[config.mk]
export PLATFORM = sky130hd
export DESIGN_NAME = tpg_timing_ctrl
export DESIGN_NICKNAME = d
export VERILOG_FILES = /design/src/rtl/tpg_pkg.sv /design/src/rtl/video_timing_counter.sv /design/src/rtl/tpg_timing_ctrl.sv
export SDC_FILE = /design/constraint.sdc
export NUM_CORES = 1
export LEC_CHECK = 0
export CAP_MARGIN = 20
export CORE_MARGIN = 10
export CORE_UTILIZATION = 55
export DETAILED_ROUTE_END_ITERATION = 8
export PLACE_DENSITY_LB_ADDON = 0.05
export SYNTH_ARGS = -nofsm -noshare
export SYNTH_HDL_FRONTEND = slang
export SYNTH_HIERARCHICAL = 1
export SYNTH_SLANG_ARGS = --single-unit
export TNS_END_PERCENT = 30
[constraint.sdc]
create_clock -name CLK -period 3.2 [get_ports CLK]
set_input_delay 0.8 -clock CLK [delete_from_list [all_inputs] [get_ports CLK]]
set_output_delay 0.8 -clock CLK [all_outputs]
set_load 0.03 [all_outputs]
[src/rtl/tpg_pkg.sv]
// Shared types and defaults for the test-pattern timing controller:
// pattern/state encodings, 720p default timing and the colour-bar table.
package tpg_pkg;

   typedef enum logic [1:0] {
      PAT_BARS  = 2'd0,
      PAT_RAMP  = 2'd1,
      PAT_CHECK = 2'd2,
      PAT_SOLID = 2'd3
   } pattern_t;

   typedef enum logic [1:0] {
      ST_IDLE,
      ST_ARM,
      ST_RUN,
      ST_DRAIN
   } tpg_state_t;

   localparam int DEF_H_ACTIVE = 1280;
   localparam int DEF_H_FP     = 110;
   localparam int DEF_H_SYNC   = 40;
   localparam int DEF_H_BP     = 220;
   localparam int DEF_V_ACTIVE = 720;
   localparam int DEF_V_FP     = 5;
   localparam int DEF_V_SYNC   = 5;
   localparam int DEF_V_BP     = 20;
   localparam int DEF_SYNC_POL = 1;
   localparam int DEF_CNT_W    = 12;

   localparam int H_TOTAL = DEF_H_ACTIVE + DEF_H_FP + DEF_H_SYNC + DEF_H_BP;
   localparam int V_TOTAL = DEF_V_ACTIVE + DEF_V_FP + DEF_V_SYNC + DEF_V_BP;
   localparam int BAR_W   = DEF_H_ACTIVE / 8;

   // W, Y, C, G, M, R, B, K
   function automatic logic [23:0] bar_color(input logic [2:0] idx);
      logic [23:0] c;
      case (idx)
         3'd0:    c = 24'hFFFFFF;
         3'd1:    c = 24'hFFFF00;
         3'd2:    c = 24'h00FFFF;
         3'd3:    c = 24'h00FF00;
         3'd4:    c = 24'hFF00FF;
         3'd5:    c = 24'hFF0000;
         3'd6:    c = 24'h0000FF;
         default: c = 24'h000000;
      endcase
      return c;
   endfunction

endpackage

[src/rtl/video_timing_counter.sv]
// Horizontal/vertical raster counters with wrap flags and raw sync/DE decode
// of the current counter position (unregistered; the top registers them).
module video_timing_counter
   import tpg_pkg::*;
#(
   parameter int H_ACTIVE = DEF_H_ACTIVE,
   parameter int H_FP     = DEF_H_FP,
   parameter int H_SYNC   = DEF_H_SYNC,
   parameter int H_BP     = DEF_H_BP,
   parameter int V_ACTIVE = DEF_V_ACTIVE,
   parameter int V_FP     = DEF_V_FP,
   parameter int V_SYNC   = DEF_V_SYNC,
   parameter int V_BP     = DEF_V_BP,
   parameter int CNT_W    = DEF_CNT_W
)(
   input  logic             clk,
   input  logic             rst_n,
   input  logic             run,
   output logic [CNT_W-1:0] h_cnt,
   output logic [CNT_W-1:0] v_cnt,
   output logic             h_last,
   output logic             frame_last,
   output logic             hsync_on,
   output logic             vsync_on,
   output logic             de_on
);

   localparam logic [CNT_W-1:0] H_END  = CNT_W'(H_ACTIVE + H_FP + H_SYNC + H_BP - 1);
   localparam logic [CNT_W-1:0] H_DE   = CNT_W'(H_ACTIVE);
   localparam logic [CNT_W-1:0] HS_BEG = CNT_W'(H_ACTIVE + H_FP);
   localparam logic [CNT_W-1:0] HS_END = CNT_W'(H_ACTIVE + H_FP + H_SYNC);
   localparam logic [CNT_W-1:0] V_END  = CNT_W'(V_ACTIVE + V_FP + V_SYNC + V_BP - 1);
   localparam logic [CNT_W-1:0] V_DE   = CNT_W'(V_ACTIVE);
   localparam logic [CNT_W-1:0] VS_BEG = CNT_W'(V_ACTIVE + V_FP);
   localparam logic [CNT_W-1:0] VS_END = CNT_W'(V_ACTIVE + V_FP + V_SYNC);

   logic v_last;

   assign h_last     = (h_cnt == H_END);
   assign v_last     = (v_cnt == V_END);
   assign frame_last = h_last && v_last;
   assign hsync_on   = (h_cnt >= HS_BEG) && (h_cnt < HS_END);
   // v_cnt only moves on the h wrap, so vsync can only change at h_cnt=0
   assign vsync_on   = (v_cnt >= VS_BEG) && (v_cnt < VS_END);
   assign de_on      = (h_cnt < H_DE) && (v_cnt < V_DE);

   always_ff @(posedge clk or negedge rst_n) begin
      if (!rst_n) begin
         h_cnt <= '0;
         v_cnt <= '0;
      end else if (!run) begin
         h_cnt <= '0;
         v_cnt <= '0;
      end else if (h_last) begin
         h_cnt <= '0;
         v_cnt <= v_last ? '0 : v_cnt + 1'b1;
      end else begin
         h_cnt <= h_cnt + 1'b1;
      end
   end

endmodule

[src/rtl/tpg_timing_ctrl.sv]
// Video timing and test-pattern generator: run/stop FSM, frame-boundary config
// latch, pattern generator and the registered hsync/vsync/DE/pixel outputs.
module tpg_timing_ctrl
   import tpg_pkg::*;
#(
   parameter int H_ACTIVE = DEF_H_ACTIVE,
   parameter int H_FP     = DEF_H_FP,
   parameter int H_SYNC   = DEF_H_SYNC,
   parameter int H_BP     = DEF_H_BP,
   parameter int V_ACTIVE = DEF_V_ACTIVE,
   parameter int V_FP     = DEF_V_FP,
   parameter int V_SYNC   = DEF_V_SYNC,
   parameter int V_BP     = DEF_V_BP,
   parameter int SYNC_POL = DEF_SYNC_POL,
   parameter int CNT_W    = DEF_CNT_W
)(
   input  logic        CLK,
   input  logic        RSTn,
   input  logic        enable,
   input  logic [1:0]  pattern_sel,
   input  logic [23:0] solid_color,
   output logic        busy,
   output logic        frame_start,
   output logic        hsync,
   output logic        vsync,
   output logic        de,
   output logic [23:0] vdata
);

   localparam logic             SYNC_ON = (SYNC_POL != 0);
   localparam logic [CNT_W-1:0] BAR_END = CNT_W'(H_ACTIVE / 8 - 1);

   tpg_state_t       state, nxt;
   logic             latch_cfg;
   logic             run;
   pattern_t         pat_q;
   logic [23:0]      solid_q;
   logic [CNT_W-1:0] h_cnt, v_cnt;
   logic             h_last, frame_last, hsync_on, vsync_on, de_on;
   logic [CNT_W-1:0] bar_px;
   logic [2:0]       bar_idx;
   logic [23:0]      pix;

   assign run = (state == ST_RUN) || (state == ST_DRAIN);

   video_timing_counter #(
      .H_ACTIVE (H_ACTIVE), .H_FP (H_FP), .H_SYNC (H_SYNC), .H_BP (H_BP),
      .V_ACTIVE (V_ACTIVE), .V_FP (V_FP), .V_SYNC (V_SYNC), .V_BP (V_BP),
      .CNT_W    (CNT_W)
   ) u_timing (
      .clk        (CLK),
      .rst_n      (RSTn),
      .run        (run),
      .h_cnt      (h_cnt),
      .v_cnt      (v_cnt),
      .h_last     (h_last),
      .frame_last (frame_last),
      .hsync_on   (hsync_on),
      .vsync_on   (vsync_on),
      .de_on      (de_on)
   );

   always_ff @(posedge CLK or negedge RSTn) begin
      if (!RSTn) state <= ST_IDLE;
      else       state <= nxt;
   end

   // Stop and pattern changes only resolve on the last pixel of a frame
   always_comb begin
      nxt       = state;
      latch_cfg = 1'b0;
      case (state)
         ST_IDLE:  if (enable) nxt = ST_ARM;
         ST_ARM: begin
            latch_cfg = 1'b1;
            nxt       = ST_RUN;
         end
         ST_RUN: begin
            latch_cfg = frame_last;
            if (!enable) nxt = ST_DRAIN;
         end
         ST_DRAIN: begin
            latch_cfg = frame_last;
            if (enable)          nxt = ST_RUN;
            else if (frame_last) nxt = ST_IDLE;
         end
         default:  nxt = ST_IDLE;
      endcase
   end

   always_ff @(posedge CLK) begin
      if (latch_cfg) begin
         pat_q   <= pattern_t'(pattern_sel);
         solid_q <= solid_color;
      end
   end

   // Bar position tracks h_cnt by counting pixels per bar instead of dividing
   always_ff @(posedge CLK or negedge RSTn) begin
      if (!RSTn) begin
         bar_px  <= '0;
         bar_idx <= '0;
      end else if (!run || h_last) begin
         bar_px  <= '0;
         bar_idx <= '0;
      end else if (bar_px == BAR_END) begin
         bar_px  <= '0;
         bar_idx <= bar_idx + 1'b1;
      end else begin
         bar_px  <= bar_px + 1'b1;
      end
   end

   always_comb begin
      pix = '0;
      case (pat_q)
         PAT_BARS:  pix = bar_color(bar_idx);
         PAT_RAMP:  pix = {3{h_cnt[7:0]}};
         PAT_CHECK: pix = (h_cnt[5] ^ v_cnt[5]) ? 24'hFFFFFF : 24'h000000;
         default:   pix = solid_q;
      endcase
   end

   always_ff @(posedge CLK or negedge RSTn) begin
      if (!RSTn) begin
         busy        <= 1'b0;
         frame_start <= 1'b0;
         hsync       <= ~SYNC_ON;
         vsync       <= ~SYNC_ON;
         de          <= 1'b0;
         vdata       <= '0;
      end else begin
         busy <= (nxt != ST_IDLE);
         if (run) begin
            frame_start <= (h_cnt == '0) && (v_cnt == '0);
            hsync       <= hsync_on ? SYNC_ON : ~SYNC_ON;
            vsync       <= vsync_on ? SYNC_ON : ~SYNC_ON;
            de          <= de_on;
            vdata       <= de_on ? pix : '0;
         end else begin
            frame_start <= 1'b0;
            hsync       <= ~SYNC_ON;
            vsync       <= ~SYNC_ON;
            de          <= 1'b0;
            vdata       <= '0;
         end
      end
   end

endmodule

==> flow_metrics.tcl, run 1 <==
set metrics [dict create \
    status "completed" \
    powerDensity_mw_per_mm2 396 \
    synth-edff-count 26 \
    fp-row-count 32 \
    irDropWorstVdd_v 0.000269 \
    h-tree-depth 3 \
    cp_slowest_stage_delay_ns 0.49 \
    cts_num_sinks 96 \
    place.gp.congestion 0.838 \
    first_pass_iters 4 \
    final_antenna_net_count 0 \
    synth-async-reset-ratio_pct 72.9 \
    syn_area_per_cell_um2 11.0 \
    postCtsSetupRepairBufs 0 \
    crit_fanout 26 \
    slew_viol_final 0 \
    drive_above_1_share_pct 7.17 \
    start_util_pct 56.8 \
    power_uw 2080 \
    crit_family "simple AND/OR/NAND/NOR gates" \
    fin_tns_setup_ns 0 \
    drtIter0Drc 187 \
    drcViolationCount 0 \
    root_buffer "clkbuf_8" \
    max_slew.worst_pin.slew_ns 0.652 \
    die_x_um 109 \
    yosysWarnings 6 \
    dp_hpwl_mm 6.73 \
    crit_path_end_kind "flip-flop" \
    yosys.cell_types.count 57 \
    reg2reg_depth 7 \
    hold_buffers 0 \
    antenna_found_initial 0 \
    startpoint_type "flip-flop" \
    worstSetupPathType "flip-flop to flip-flop" \
    grt_first_pass_wirelength_mm 15.3 \
    vias 3202 \
    netlist_instances 399 \
    final_util_pct 67.9 \
    die_h_um 109 \
    crit_required_ns 3.23 \
    maxCapViolCount 0 \
    track_usage_pct 16.2 \
    r2r_start "u_timing/h_cnt[1]$_DFF_PN0_" \
    port_buffers 57 \
    setup_viol 0 \
    num_io_pins 58 \
    cts_buffers 9 \
    slew_headroom_pct 56.4 \
    r2r_end "solid_q[23]$_DFFE_PP_" \
    period_needed_ns 2.75 \
    skew_ns 0.0165 \
    grt_setup_unrepaired "false" \
    cts_resized 0 \
    syn_to_final_growth_pct 19.5 \
    r2r_slack_ns 0.45 \
    dieArea_mm2 0.0120 \
    grt_max_degree 71 \
    first_global_vias 3022 \
    wl_per_cell_um 17.0 \
    fmax_ghz 0.363 \
    hold_violations 0 \
    cp.depth 7 \
    fp.coreArea_mm2 0.00773 \
    holdCritPathClass "input pin to async pin" \
    gr-total-overflow 0 \
    synth_fp_nets 440 \
    leakage_uw 0.00212 \
    whs_ns 0.449 \
    syn_area_mm2 0.00439 \
    num-nets-final 496 \
    clockBufferDepth 2 \
    ys_ff_latch 96 \
    post-route-period-util_pct 86.0 \
    cts_tree "built" \
    routed_wl_mm 9.57 \
    clkLatencyLatePin_ns 0.36 \
    antenna_cells 0 \
    vias_per_cell 5.70 \
    ys_seq_area_share_pct 57.7 \
    path_cells "inv_1 -> ha_1 -> or4b_4 -> or3_1 -> nor3_1 -> mux2_2 -> buf_4" \
    clk_pin_slew_ns 0.10 \
    worst_path_max_delay_cell "dfrtp_1" \
    synth_ff_type "dfrtp_1" \
    critPathBufInv 2 \
    crit_arrival_ns 2.78 \
]
## Yosys cell counts, drive strengths merged (2+ instances only)
| cell type | n | area, µm² |
|---|---|---|
| inv | 15 | 56.3 |
| nor4b | 3 | 26.3 |
| or3 | 3 | 18.8 |
| o22ai | 2 | 12.5 |
| nor2 | 39 | 146 |
| or2 | 2 | 12.5 |
| edfxtp | 26 | 781 |
| o211ai | 4 | 30.0 |
| ha | 12 | 150 |
| xor2 | 9 | 78.8 |
| a2111oi | 2 | 17.5 |
| or4 | 2 | 15.0 |
| nor3 | 5 | 25.0 |
| clkbuf | 7 | 26.3 |
| nor4bb | 2 | 20.0 |
| xnor2 | 12 | 105 |
| a31oi | 9 | 56.3 |
| mux2 | 2 | 26.3 |
| and4 | 4 | 36.3 |
| dfrtp | 70 | 1750 |
| a22o | 7 | 61.3 |
| o41ai | 2 | 36.3 |
| nand2b | 4 | 25.0 |
| a21oi | 25 | 125 |
| o21ai | 35 | 179 |
| nand3 | 11 | 55.1 |
| buf | 9 | 53.8 |
| nor4 | 8 | 56.3 |
| or4b | 2 | 23.8 |
| nor2b | 5 | 31.3 |
| and3 | 6 | 38.8 |
| and2 | 7 | 43.8 |
| nand2 | 27 | 101 |
| nand4 | 11 | 75.1 |
## registers in the layout (all words and copies together) (netlist names), 2 cells and up
| register | count |
|---|---|
| bar_idx | 3 |
| bar_px | 12 |
| pat_q | 2 |
| solid_q | 24 |
| state | 2 |
| u_timing/h_cnt | 12 |
| u_timing/v_cnt | 12 |
| vdata | 24 |
## how the worst max path moves through the flow
stage,start,end
2_1_floorplan,u_timing/h_cnt[1]$_DFF_PN0_,pat_q[0]$_DFFE_PP_
4_1_cts,u_timing/h_cnt[1]$_DFF_PN0_,solid_q[23]$_DFFE_PP_
3_3_place_gp,u_timing/h_cnt[1]$_DFF_PN0_,solid_q[6]$_DFFE_PP_
3_5_place_dp,u_timing/h_cnt[1]$_DFF_PN0_,solid_q[12]$_DFFE_PP_
5_1_grt,u_timing/h_cnt[1]$_DFF_PN0_,solid_q[7]$_DFFE_PP_
6_report,u_timing/h_cnt[1]$_DFF_PN0_,solid_q[23]$_DFFE_PP_
## per-stage QoR
stage	area (µm²)	worst slack [ns]	std cells
6_report	5250	0.447	562
5_1_grt	5250	0.323	562
4_1_cts	5240	0.457	561
3_5_place_dp	5040	0.508	545
3_3_place_gp	5040	0.563	545
2_1_floorplan	4390	0.613	399
## per-layer routing
| metal | vias to the layer above | track usage, % | wire, µm | share of wire (%) |
|---|---|---|---|---|
| li1 | 1560 | - | - | - |
| met2 | 114 | 25.0 | 4490 | 47 |
| met1 | 1520 | 22.2 | 4280 | 45 |
| met4 | 0 | 5.48 | 93 | 0.97 |
| met3 | 8 | 3.86 | 708 | 7.4 |
| met5 | - | 0 | 0 | 0 |
## cell type report
type	count	area (µm²)
fill	600	2480
tap	102	128
inverter	15	56.3
clock buffer	9	124
timing repair buffer	61	612
clock inverter	7	73.8
sequential	96	2530
multi-input combinational	272	1720
## power by group
| part | switching [µW] | internal [µW] |
|---|---|---|
| Sequential | 0.638 | 1260 |
| Clock | 457 | 307 |
| Combinational | 24.5 | 32.4 |
| Total | 483 | 1600 |
## logic make-up after synthesis
kind of cell | after synthesis | synth area share [%]
simple gates | 144 | 17.7
flops | 96 | 57.7
compound gates | 92 | 13.0
buf+inv | 31 | 3.11
xor+xnor | 21 | 4.19
fa+ha+maj | 12 | 3.42
mux | 3 | 0.827
## placed cells by master (no fill, tap or decap), types with 10 or more instances in the layout
| master | synthesis | final |
|---|---|---|
| dfrtp_1 | 70 | 70 |
| clkdlybuf4s50_1 | 0 | 56 |
| nor2_1 | 39 | 39 |
| nand2_1 | 27 | 27 |
| o21ai_0 | 27 | 27 |
| edfxtp_1 | 26 | 26 |
| a21oi_1 | 25 | 25 |
| inv_1 | 15 | 15 |
| xnor2_1 | 12 | 12 |
| ha_1 | 12 | 12 |
| nand3_1 | 11 | 11 |
| nand4_1 | 10 | 10 |
## worst reg2reg max path: stages, from the launching register on
cell and delay, ns:
dfrtp_1 0.49, inv_1 0.09, ha_1 0.16, or4b_4 0.49, or3_1 0.34, nor3_1 0.31
mux2_2 0.22, buf_4 0.31
(Power assumes the default switching activity.)
==> run 2, diff against run 1 <==
- CORE_UTILIZATION: 55 -> 50
- clock period: 3.2 -> 2.4 ns (I/O delays scaled with it)
==> run 2 against run 1 <==
Clock skew decreased by 0.0049 ns. Cell count up 3.7%. Via count rose by 1.8%. Largest cell class unchanged. Non-clock buffer count grew 15. Core utilization decreased by 5.1 points.
==> flow_metrics.tcl, run 2 (synthesis gave the netlist of run 1 again) <==
set metrics [dict create \
    status "completed" \
    setup_viol 0 \
    die_x_um 114 \
    slew_viol_final 0 \
    port_buffers 57 \
    reg_top3 "solid_q: 24 flops, vdata: 24 flops" \
    post-route-period-util_pct 94.5 \
    crit_fanout 3 \
    multiInputGateArea_mm2 0.00174 \
    grt_first_pass_wirelength_mm 16.9 \
    critPathBufInv 1 \
    hold_buffers 0 \
    clockBufferDepth 2 \
    drcViolationCount 0 \
    die_h_um 114 \
    critPathLaunch "u_timing/h_cnt[1]$_DFF_PN0_" \
    p_clk_share_pct 36.9 \
    clk_pin_slew_ns 0.11 \
    n_fill_cell 728 \
    vias_per_cell 5.59 \
    path_cells "inv_1 -> ha_1 -> or4b_4 -> or3_1 -> nor3_4 -> nand2_1 -> a22o_1 -> or2_2" \
    cts_num_sinks 96 \
    clkLatencyLatePin_ns 0.36 \
    num_io_pins 58 \
    skew_ns 0.0116 \
    r2r_end "busy$_DFF_PN0_" \
    start_util_pct 50.8 \
    grt_max_degree 53 \
    final_util_pct 62.8 \
    grt_setup_unrepaired "false" \
    setup_slack_ns 0.131 \
    root_buffer "clkbuf_8" \
    worst_path_max_delay_cell "or4b_4" \
    final_antenna_net_count 0 \
    powerDensity_mw_per_mm2 513 \
    place_ws_ns 0.0674 \
    cts_tree "built" \
    combPwrFrac_pct 2.8 \
    gr-total-overflow 0 \
    startpoint_type "flip-flop" \
    fin_tns_setup_ns 0 \
    fmax_ghz 0.441 \
    antenna_found_initial 0 \
    first_pass_iters 4 \
    num-nets-final 511 \
    layout_commonest_cell "dfrtp_1" \
    r2r_start "u_timing/h_cnt[1]$_DFF_PN0_" \
    drtIter0Drc 150 \
    routed_wl_mm 10.0 \
    cts_buffers 9 \
    postCtsSetupRepairBufs 0 \
    fp-row-count 34 \
    irDropWorstVdd_v 0.000408 \
    dp_hpwl_mm 7.29 \
    dieArea_mm2 0.0129 \
    seq_area_mm2 0.00253 \
    holdCritPathClass "input pin to async pin" \
    worstSetupPathType "flip-flop to flip-flop" \
    crit_arrival_ns 2.51 \
    h-tree-depth 3 \
    track_usage_pct 16.1 \
    leakage_uw 0.00222 \
    drive_above_1_share_pct 10.5 \
    max_slew.worst_pin.slew_ns 0.659 \
    place.gp.congestion 0.809 \
    first_global_vias 3299 \
    hold_violations 0 \
    period_needed_ns 2.27 \
    fp.coreArea_mm2 0.00864 \
    cp_slowest_stage_delay_ns 0.48 \
    crit_family "simple AND/OR/NAND/NOR gates" \
    swShare_pct 23.5 \
    internal-power_uw 2130 \
    power.switching_uw 655 \
    final_cell_mix "dfrtp_1 (70), clkdlybuf4s50_1 (56), nor2_1 (39)" \
    reg2reg_depth 8 \
    crit_path_end_kind "flip-flop" \
    endpoint "busy$_DFF_PN0_" \
    slew_headroom_pct 56.0 \
    power_frac_seq_pct 60.3 \
    r2r_slack_ns 0.13 \
    syn_to_final_growth_pct 23.6 \
    cp.depth 8 \
    wl_per_cell_um 17.2 \
    maxCapViolCount 0 \
    crit_required_ns 2.64 \
    antenna_cells 0 \
    vias 3260 \
]
run 2: cell types whose count changed in the layout (fill, tap and decap cells not counted), sizes merged:
cell | previous run | this run
buf | 5 | 20
clkinvlp | 0 | 1
inv | 18 | 17
run 2: power groups by stage:
stage	Combinational [µW]	Clock [µW]	Sequential, µW
floorplan	1.48	0	1710
global placement	80.0	0	1710
detailed placement	80.2	0	1710
CTS	80.8	1060	1680
global route	86.2	1120	1680
finish	77.3	1030	1680
run 2: layout make-up:
class	instances	area share (%)
clock buffer	9	2.28
clock inverter	7	1.43
inverter	15	1.04
multi-input combinational	272	32.1
sequential	96	46.7
tap	108	2.49
timing repair buffer	76	14.0
run 2: timing repair:
action | 4_1_cts | 5_1_grt
hold endpoints to repair | 0 | 0
gates resized for setup | 0 | 2
setup endpoints to repair | 0 | 27
run 2: worst reg2reg max path, stage by stage (launching register included):
cell and delay (ns):
dfrtp_1 0.38, inv_1 0.05, ha_1 0.15, or4b_4 0.48, or3_1 0.38, nor3_4 0.16
nand2_1 0.08, a22o_1 0.21, or2_2 0.27
run 2: per-layer routing:
metal	vias up	routed length (µm)	track usage, %
met5	-	0	0
met4	0	79	4.91
met3	8	542	3.31
met2	69	4880	25.5
met1	1588	4540	21.7
li1	1595	-	-
run 2: how the worst min path moves through the flow:
stage / start / endpoint / slack, ns / depth (start not counted)
after floorplan: RSTn / bar_idx[0]$_DFFE_PN0P_ / 0.30 / 0
after global placement: bar_px[0]$_DFF_PN0_ / bar_px[0]$_DFF_PN0_ / 0.47 / 1
after detailed placement: bar_px[0]$_DFF_PN0_ / bar_px[0]$_DFF_PN0_ / 0.49 / 1
after CTS: RSTn / bar_px[9]$_DFF_PN0_ / 0.18 / 1
after global routing: RSTn / bar_px[9]$_DFF_PN0_ / 0.20 / 1
final: RSTn / bar_px[9]$_DFF_PN0_ / 0.18 / 1
run 2: stage by stage:
stage	total power [µW]	cells	hold slack, ns	area, µm²
detailed placement	1790	567	0.491	5210
floorplan	1710	399	0.304	4400
finish	2780	583	0.180	5430
global route	2890	583	0.203	5430
global placement	1790	567	0.469	5210
CTS	2820	583	0.183	5410
==> run 3, diff against run 2 <==
- PLACE_DENSITY_LB_ADDON: 0.05 -> 0.15
==> run 3 against run 2 <==
Clock skew increased by 0.0017 ns. Combinational power rose by 0.5%. Sequential share of layout area is 0.24 points lower. Clock power increased by 12%. Via count decreased by 0.21%. Cell area up 0.51%. Worst setup slack got worse by 0.022 ns. Non-clock buffer count grew 2. Global-route usage fell by 0.27 points. Power increased by 4.2%. Flip-flop and latch count unchanged.
==> flow_metrics.tcl, run 3 (synthesis gave the netlist of run 1 again) <==
set metrics [dict create \
    drive_above_1_share_pct 11.1 \
    grt_util_met1_pct 19.9 \
    grt_max_degree 32 \
    power_uw 2900 \
    antenna_found_initial 0 \
    final_cells 585 \
    grt_first_pass_wirelength_mm 16.6 \
    root_buffer "clkbuf_8" \
    clk_pin_slew_ns 0.11 \
    crit_path_end_kind "flip-flop" \
    post-route-period-util_pct 95.4 \
    setup_slack_ns 0.110 \
    setup_viol 0 \
    irDropWorstVdd_v 0.000265 \
    place.gp.congestion 0.885 \
    gr-total-overflow 0 \
    die_x_um 114 \
    h-tree-depth 3 \
    fp.coreArea_mm2 0.00864 \
    vias 3253 \
    skew_ns 0.0134 \
    vias_per_cell 5.56 \
    gr-max-usage-layer "met2" \
    holdCritPathClass "input pin to async pin" \
    layout_commonest_cell "dfrtp_1" \
    whs_ns 0.287 \
    num-nets-final 513 \
    slew_viol_final 0 \
    clockBufferDepth 2 \
    crit_arrival_ns 2.53 \
    crit_required_ns 2.64 \
    track_usage_pct 15.8 \
    drtIter0Drc 135 \
    drcViolationCount 0 \
    status "completed" \
    startpoint_type "flip-flop" \
    cts_num_sinks 96 \
    start_util_pct 50.8 \
    die_h_um 114 \
    antenna_cells 0 \
    hold_buffers 0 \
    final_util_pct 63.1 \
    maxCapViolCount 0 \
    port_buffers 57 \
    routed_wl_mm 10.1 \
    crit_fanout 3 \
    dieArea_mm2 0.0129 \
    met2_usage_pct 26.5 \
    fmax_ghz 0.437 \
    postCtsSetupRepairBufs 0 \
    powerDensity_mw_per_mm2 532 \
    final_cell_mix "dfrtp_1 (70), clkdlybuf4s50_1 (56), nor2_1 (39)" \
    met3_usage_pct 4.04 \
    cts_buffers 9 \
    clkLatencyLatePin_ns 0.36 \
    leakage_uw 0.00224 \
    cts_tree "built" \
    post-place-cells 569 \
    fp-row-count 34 \
    final_antenna_net_count 0 \
    reg_top3 "solid_q: 24 flops, vdata: 24 flops" \
    slew_headroom_pct 51.4 \
    syn_to_final_growth_pct 24.2 \
    wl_per_cell_um 17.3 \
    worstSetupPathType "flip-flop to flip-flop" \
    grt_setup_unrepaired "true" \
    place_ws_ns 0.0223 \
    first_pass_iters 4 \
    dp_hpwl_mm 7.35 \
    num_io_pins 58 \
    period_needed_ns 2.29 \
    first_global_vias 3347 \
    hold_violations 0 \
    max_slew.worst_pin.slew_ns 0.729 \
]
-- run 3: worst max-delay path, stage by stage (launching register included) --
cell and delay (ns):
dfrtp_1 0.39, inv_1 0.06, ha_1 0.14, or4b_4 0.49, or3_4 0.36, nor3_4 0.16
nand2_1 0.08, a22o_1 0.21, or2_2 0.27
-- run 3: final cells by class --
class,count,area (µm²)
Clock inverter,7,97.6
Clock buffer,9,124
Timing Repair Buffer,78,761
Fill cell,681,3180
Sequential cell,96,2530
Inverter,15,56.3
Tap cell,108,135
Multi-Input combinational cell,272,1750
-- run 3: timing repair --
action / 4_1_cts / 5_1_grt
pin swaps: 1 / 0
gates resized for setup: 0 / 3
setup endpoints to repair: 11 / 27
-- run 3: per-layer routing --
layer,up-vias,routed length (µm)
li1,1583,-
met1,1593,4360
met4,0,57
met3,4,568
met2,73,5120
met5,-,0
-- run 3: where the power goes --
group,internal (µW),switching [µW]
clock,518,628
combinational,45.0,32.7
sequential,1680,0.937
total,2240,661
-- run 3: worst paths after layout --
path / end / start / cells past startpoint / slack, ns
worst max-delay path: busy$_DFF_PN0_ / u_timing/h_cnt[1]$_DFF_PN0_ / 8 / 0.11
min in group CLK: bar_px[0]$_DFF_PN0_ / bar_px[0]$_DFF_PN0_ / 1 / 0.49
worst max register to register: busy$_DFF_PN0_ / u_timing/h_cnt[1]$_DFF_PN0_ / 8 / 0.11
worst min-delay path: vdata[17]$_DFF_PN0_ / RSTn / 1 / 0.29
max in group asynchronous: busy$_DFF_PN0_ / RSTn / 2 / 1.49
worst min register to register: bar_px[0]$_DFF_PN0_ / bar_px[0]$_DFF_PN0_ / 1 / 0.49
-- run 3: through the flow --
stage                TNS, ns  area (µm²)
floorplan                  0        4400
global placement           0        5210
detailed placement         0        5210
CTS                        0        5440
global route        -0.00338        5450
finish                     0        5450
